File: src/rtl/mem_lsu.sv
`default_nettype none
// ============================================================================
//  Module   : mem_lsu
//  Brief    : Single-outstanding load/store initiator. Range-checks a core
//             request, drives one memory data-port access and returns a
//             sign/zero-extended load result or a store acknowledge.
//  Revision : 1.0 - initial release
// ============================================================================
module mem_lsu #(
    parameter int MEM_WORDS = 2048,
    parameter int MEM_LAT   = 1
) (
    input  logic        clk,
    input  logic        rst,
    input  logic        req_valid,
    output logic        req_ready,
    input  logic        req_we,
    input  logic [1:0]  req_size,
    input  logic        req_unsigned,
    input  logic [31:0] req_addr,
    input  logic [31:0] req_wdata,
    output logic        resp_valid,
    output logic        resp_err,
    output logic [31:0] resp_rdata,
    output logic        mem_en,
    output logic [31:0] mem_addr,
    output logic [31:0] mem_din,
    output logic [3:0]  mem_wen,
    output logic [2:0]  storecntrl_b,
    input  logic [31:0] mem_dout
);

    // Width of the read-latency counter; at least one bit even for MEM_LAT=1.
    localparam int                 c_CNT_W     = (MEM_LAT > 1) ? $clog2(MEM_LAT) : 1;
    localparam logic [c_CNT_W-1:0] c_LAT_M1    = c_CNT_W'(MEM_LAT - 1);
    // Highest legal byte address, held at 33 bits so the end-address sum never wraps.
    localparam logic [32:0]        c_LAST_BYTE = 33'(4 * MEM_WORDS - 1);

    typedef enum logic [1:0] {
        S_IDLE  = 2'd0,
        S_ISSUE = 2'd1,
        S_WAIT  = 2'd2,
        S_RESP  = 2'd3
    } state_t;

    state_t               r_state;
    state_t               w_state_nxt;
    logic [c_CNT_W-1:0]   r_cnt;
    logic [c_CNT_W-1:0]   w_cnt_nxt;

    // Request fields that must survive past the accept cycle.
    logic                 r_we;
    logic [1:0]           r_size;
    logic                 r_unsigned;

    // Registered outputs and their next values.
    logic                 r_resp_valid, w_resp_valid_nxt;
    logic                 r_resp_err,   w_resp_err_nxt;
    logic [31:0]          r_resp_rdata, w_resp_rdata_nxt;
    logic                 r_mem_en,     w_mem_en_nxt;
    logic [31:0]          r_mem_addr,   w_mem_addr_nxt;
    logic [31:0]          r_mem_din,    w_mem_din_nxt;
    logic [3:0]           r_mem_wen,    w_mem_wen_nxt;
    logic [2:0]           r_storecntrl, w_storecntrl_nxt;

    // Request decode.
    logic [1:0]           w_nbytes_m1;
    logic [32:0]          w_end_addr;
    logic                 w_fault;
    logic [2:0]           w_size_code;
    logic [3:0]           w_base_mask;
    logic [3:0]           w_wen_mask;
    logic [31:0]          w_load_ext;

    assign req_ready    = (r_state == S_IDLE) && !rst;
    assign resp_valid   = r_resp_valid;
    assign resp_err     = r_resp_err;
    assign resp_rdata   = r_resp_rdata;
    assign mem_en       = r_mem_en;
    assign mem_addr     = r_mem_addr;
    assign mem_din      = r_mem_din;
    assign mem_wen      = r_mem_wen;
    assign storecntrl_b = r_storecntrl;

    // Decode size into byte count, store size code and unrotated lane mask.
    always_comb begin
        w_nbytes_m1 = 2'd3;
        w_size_code = 3'b000;
        w_base_mask = 4'b0000;
        case (req_size)
            2'b00: begin w_nbytes_m1 = 2'd0; w_size_code = 3'b001; w_base_mask = 4'b0001; end
            2'b01: begin w_nbytes_m1 = 2'd1; w_size_code = 3'b010; w_base_mask = 4'b0011; end
            2'b10: begin w_nbytes_m1 = 2'd3; w_size_code = 3'b100; w_base_mask = 4'b1111; end
            default: begin w_nbytes_m1 = 2'd3; w_size_code = 3'b000; w_base_mask = 4'b0000; end
        endcase
    end

    assign w_end_addr = {1'b0, req_addr} + {31'd0, w_nbytes_m1};
    assign w_fault    = (req_size == 2'b11) || (w_end_addr > c_LAST_BYTE);

    // Rotate the lane mask left by the byte offset; lanes past bank 3 wrap to bank 0.
    always_comb begin
        w_wen_mask = w_base_mask;
        case (req_addr[1:0])
            2'd0:    w_wen_mask = w_base_mask;
            2'd1:    w_wen_mask = {w_base_mask[2:0], w_base_mask[3]};
            2'd2:    w_wen_mask = {w_base_mask[1:0], w_base_mask[3:2]};
            default: w_wen_mask = {w_base_mask[0],   w_base_mask[3:1]};
        endcase
    end

    // Sign- or zero-extend the lane-aligned read data according to the captured size.
    always_comb begin
        w_load_ext = mem_dout;
        case (r_size)
            2'b00:   w_load_ext = {{24{~r_unsigned & mem_dout[7]}},  mem_dout[7:0]};
            2'b01:   w_load_ext = {{16{~r_unsigned & mem_dout[15]}}, mem_dout[15:0]};
            default: w_load_ext = mem_dout;
        endcase
    end

    // Next-state and next-output decode; every output defaults to its idle value.
    always_comb begin
        w_state_nxt      = r_state;
        w_cnt_nxt        = r_cnt;
        w_resp_valid_nxt = 1'b0;
        w_resp_err_nxt   = 1'b0;
        w_resp_rdata_nxt = 32'd0;
        w_mem_en_nxt     = 1'b0;
        w_mem_wen_nxt    = 4'b0000;
        w_storecntrl_nxt = 3'b000;
        w_mem_addr_nxt   = r_mem_addr;
        w_mem_din_nxt    = r_mem_din;
        case (r_state)
            S_IDLE: begin
                if (req_valid) begin
                    if (w_fault) begin
                        w_state_nxt      = S_RESP;
                        w_resp_valid_nxt = 1'b1;
                        w_resp_err_nxt   = 1'b1;
                    end else begin
                        w_state_nxt    = S_ISSUE;
                        w_mem_en_nxt   = 1'b1;
                        w_mem_addr_nxt = req_addr;
                        if (req_we) begin
                            w_mem_din_nxt    = req_wdata;
                            w_mem_wen_nxt    = w_wen_mask;
                            w_storecntrl_nxt = w_size_code;
                        end
                    end
                end
            end
            S_ISSUE: begin
                if (r_we) begin
                    w_state_nxt      = S_RESP;
                    w_resp_valid_nxt = 1'b1;
                end else begin
                    w_state_nxt = S_WAIT;
                    w_cnt_nxt   = c_LAT_M1;
                end
            end
            S_WAIT: begin
                if (r_cnt == '0) begin
                    w_state_nxt      = S_RESP;
                    w_resp_valid_nxt = 1'b1;
                    w_resp_rdata_nxt = w_load_ext;
                end else begin
                    w_cnt_nxt = r_cnt - c_CNT_W'(1);
                end
            end
            S_RESP: begin
                w_state_nxt = S_IDLE;
            end
            default: begin
                w_state_nxt = S_IDLE;
            end
        endcase
    end

    // State, counter and registered outputs; reset clears everything.
    always_ff @(posedge clk) begin
        if (rst) begin
            r_state      <= S_IDLE;
            r_cnt        <= '0;
            r_resp_valid <= 1'b0;
            r_resp_err   <= 1'b0;
            r_resp_rdata <= 32'd0;
            r_mem_en     <= 1'b0;
            r_mem_addr   <= 32'd0;
            r_mem_din    <= 32'd0;
            r_mem_wen    <= 4'b0000;
            r_storecntrl <= 3'b000;
        end else begin
            r_state      <= w_state_nxt;
            r_cnt        <= w_cnt_nxt;
            r_resp_valid <= w_resp_valid_nxt;
            r_resp_err   <= w_resp_err_nxt;
            r_resp_rdata <= w_resp_rdata_nxt;
            r_mem_en     <= w_mem_en_nxt;
            r_mem_addr   <= w_mem_addr_nxt;
            r_mem_din    <= w_mem_din_nxt;
            r_mem_wen    <= w_mem_wen_nxt;
            r_storecntrl <= w_storecntrl_nxt;
        end
    end

    // Capture the request fields needed after the accept cycle.
    always_ff @(posedge clk) begin
        if (rst) begin
            r_we       <= 1'b0;
            r_size     <= 2'b00;
            r_unsigned <= 1'b0;
        end else if (r_state == S_IDLE && req_valid) begin
            r_we       <= req_we;
            r_size     <= req_size;
            r_unsigned <= req_unsigned;
        end
    end

endmodule
`default_nettype wire
File: config.mk
export PLATFORM = sky130hd
export DESIGN_NAME = mem_lsu
export DESIGN_NICKNAME = d
export VERILOG_FILES = /design/src/rtl/mem_lsu.sv
export SDC_FILE = /design/constraint.sdc
export NUM_CORES = 1
export LEC_CHECK = 0
export CAP_MARGIN = 15
export CORE_MARGIN = 4
export CORE_UTILIZATION = 38
export CTS_CLUSTER_SIZE = 25
export DETAILED_ROUTE_END_ITERATION = 7
export GPL_TIMING_DRIVEN = 1
export PLACE_DENSITY = 0.75
export SYNTH_ARGS = -nofsm -noshare
export SYNTH_HDL_FRONTEND = slang
export SYNTH_SLANG_ARGS = --single-unit
export TNS_END_PERCENT = 10
File: constraint.sdc
create_clock -name clk -period 3.1 [get_ports clk]
set_input_delay 0.31 -clock clk [delete_from_list [all_inputs] [get_ports clk]]
set_output_delay 0.31 -clock clk [all_outputs]
set_load 0.01 [all_outputs]
==> results.md <==
- Status: finished, final reports clean
- EDFF count, synth: 0
- GP Congestion: about 0.99
- Number of global-route vias before repair: between 5,000 and 6,000
- Antenna fix cells: 0
- GRT Total Usage: a little over a fifth
- CP max FO: 12
- Final WS setup: between 0.015 and 0.02 ns
- Worst R2R Start: r_state[1]$_SDFFE_PP0P_
- Global-route wire length before repair: about 26,000 um
- Most frequent cells in the layout: 199 x clkdlybuf4s50_1, 112 x dfxtp_1, 79 x a21oi_1, 65 x buf_4, 55 x nand4_1
- Clock transition at the registers of the reported paths: ~0.08 ns
- Highest Clock Rate: about 320 MHz
- FF-to-FF End: mem_wen[2]$_SDFF_PP0_
- H-tree depth: 3
- Drt first-iter violations: 294
- Post-place setup slack: -0.773 ns
- Starting Density: slightly below 40%
- Clock sink total: between 100 and 150
- Core ar.: between 0.01 and 0.015 sq mm
- Die Footprint: 0.0144 sq mm
- Leak: a little under 3 nW
- Detailed Place HPWL: 11,800 um
- Fillers: around 960
- Least-Margin Pin Slew: 0.874 ns
- Gr ovfl total: 0
- Crit. End Element: flop
- Cell taking the most area after synthesis: dfxtp_1
- CP arrival: about 3.3 ns
- #FFs+latches synth: around 110
- Gate Count Post-Synth: 530
- # hold bufs at CTS: 0
- Max VDD drop: about 0.32 mV
- Max cap viols: 0
- CTS Buf Count: 9
- Root buf cell: clkbuf_16
- Largest net degree at the start of global routing: between 40 and 50
- Post-DP Area: approximately 0.0074 sq mm
- Most common cell after layout, fill and taps aside: clkdlybuf4s50_1
- Total Power Consumption: between 0.003 and 0.004 W
- Post-synth ARST share: 0%
- Final hold violations: 0
- Hold WS: 0.321 ns
- Hold endpoint: mem_addr[7]$_SDFFE_PP0P_
- CP Launch Type: input pin
- # IOs: between 200 and 250
- Syn. warnings: 0
- Via count: 5,170
- Hold Crit Depth: 3
- Register area share after synthesis: between 40% and 50%
- Multi-input gate area: about 0.0025 sq mm
- Max-slew violation count: 0
- Chip width: 120 um
- Mapped Area: 0.00478 sq mm
- Clock latency on the worst-skew pair: 0.35 ns
- Design Area, Final: 0.00815 sq mm
- Cell Rows: 40
- Crit path kind: in2reg
- Worst EP required: 3.32 ns
- Final setup TNS: 0 ns
- Avg WL per Cell: roughly 18 um
- Avg Cell Area, Syn: 9.02 sq um
- Slew margin rel.: about two fifths
- Register area: between 0.002 and 0.0025 sq mm
- Power Density: approximately 440 mW/mm^2
- Initial antenna violation count: 0
- R2R cell count: 7
- Nets@finish: 889
- PortBufs: between 200 and 250
- TritonCTS clock tree: built
- Final Critical Period: between 3 and 4 ns
- Number of distinct library cells after synthesis: between 40 and 50
- Synth Flop Type: dfxtp_1
- Clk buf depth: 2
- Final Cycle Share: just under 100%
- Die Span Y: around 120 um
- Share of the synthesized area in the top cell type: roughly 47%
- DR vias/cell: approximately 5.5
- Skew final: about 0.0058 ns
- DR pass1 iterations: 5
- Ratio of cells with drive above 1 in the final layout: approximately 17%
- Synthesized net count: between 600 and 700
- Largest cells by area after synthesis: dfxtp_1 47%, a21oi_1 8.4%, o31ai_1 7.4%
- Worst hold start: req_addr[7]
- Total wire length: approximately 17,000 um
- P&R area growth vs syn: 70.6%
- Antenna Nets Post-Route: 0
- Flop-to-flop setup slack: a little over 1 ns
- DRC viols: 0
- Final setup violation count: 0
- Hold crit path type: in2reg
==> flip-flops by register name (all words and copies together) (netlist names) <==
signal,count
mem_addr,32
mem_din,32
mem_en,1
mem_wen,4
r_size,2
r_state,2
r_unsigned,1
r_we,1
resp_err,1
resp_rdata,32
resp_valid,1
storecntrl_b,3
==> critical path, stage by stage <==
cell and delay [ns]:
clkdlybuf4s50_1 0.51, nand4_1 0.22, buf_4 0.22, nor4_4 0.23, xor2_1 0.13, or3_4 0.40
or4_4 0.56, buf_8 0.14, buf_4 0.17, o31ai_1 0.29, a21oi_1 0.11
==> area by class of cell <==
| cell class | instances | share of cell area, % |
|---|---|---|
| clock inverters | 7 | 1.43 |
| repair buffers | 285 | 34.4 |
| well taps | 168 | 2.58 |
| multi-input cells | 358 | 31.1 |
| flip-flops and latches | 112 | 27.5 |
| inverters | 7 | 0.322 |
| clock buffers | 9 | 2.76 |
==> cell usage after synthesis (all sizes together), types with 7 or more instances <==
cell,number
o31ai,47
clkbuf,41
nor3,8
o21ai,12
inv,7
buf,12
nor4,9
and2,10
nor2,12
ha,12
a21oi,80
nor3b,19
nand2,31
nand4,56
dfxtp,112
==> report_power, final <==
| part | internal, W | switching [W] |
|---|---|---|
| registers | 0.00151 | 0.0000471 |
| logic | 0.000360 | 0.000341 |
| clock network | 0.000737 | 0.000583 |
==> per-layer routing <==
| layer | wire length, um | track usage (%) |
|---|---|---|
| met5 | 0 | 0 |
| met4 | 269 | 6.80 |
| met3 | 1480 | 6.79 |
| met2 | 8370 | 37.4 |
| met1 | 6770 | 26.4 |
==> repair_timing <==
| action | in CTS | in global routing |
|---|---|---|
| pin swaps | 6 | 10 |
| buffers inserted | 6 | 7 |
| endpoints found under the setup margin | 75 | 73 |
| hold endpoints to repair | 0 | 0 |
| gates cloned | 1 | 1 |
| resized for setup | 20 | 38 |
==> worst max-delay path by stage <==
stage | start | endpoint | slack (ns)
finish | req_addr[10] | mem_addr[9]$_SDFFE_PP0P_ | 0.02
global route | req_addr[10] | mem_addr[16]$_SDFFE_PP0P_ | -0.08
CTS | req_addr[0] | mem_addr[14]$_SDFFE_PP0P_ | 0.007
detailed placement | req_size[0] | mem_addr[0]$_SDFFE_PP0P_ | -0.77
global placement | req_size[0] | mem_addr[31]$_SDFFE_PP0P_ | -0.64
floorplan | req_size[0] | mem_addr[10]$_SDFFE_PP0P_ | 0.007
==> per-stage QoR <==
| step | utilization (%) | instances |
|---|---|---|
| after floorplan | - | 530 |
| after global placement | 61.3 | 917 |
| after detailed placement | 61.3 | 917 |
| after CTS | 65.3 | 940 |
| after global routing | 67.0 | 946 |
| final | 67.0 | 946 |
==> cells by family (layout without fill, tap and decap cells) <==
| logic type | count (synthesis) | in the layout | share of synthesized area, % |
|---|---|---|---|
| buffers and inverters | 60 | 308 | 4.97 |
| DFF | 112 | 112 | 46.9 |
| AOI/OAI and AO/OA | 158 | 158 | 20.4 |
| and+or+nand+nor | 177 | 177 | 22.2 |
| adders and majority gates | 13 | 13 | 3.56 |
| muxes | 3 | 3 | 0.628 |
| xor gates and xnor gates | 7 | 7 | 1.28 |
Power figures use the tool's default switching activity.
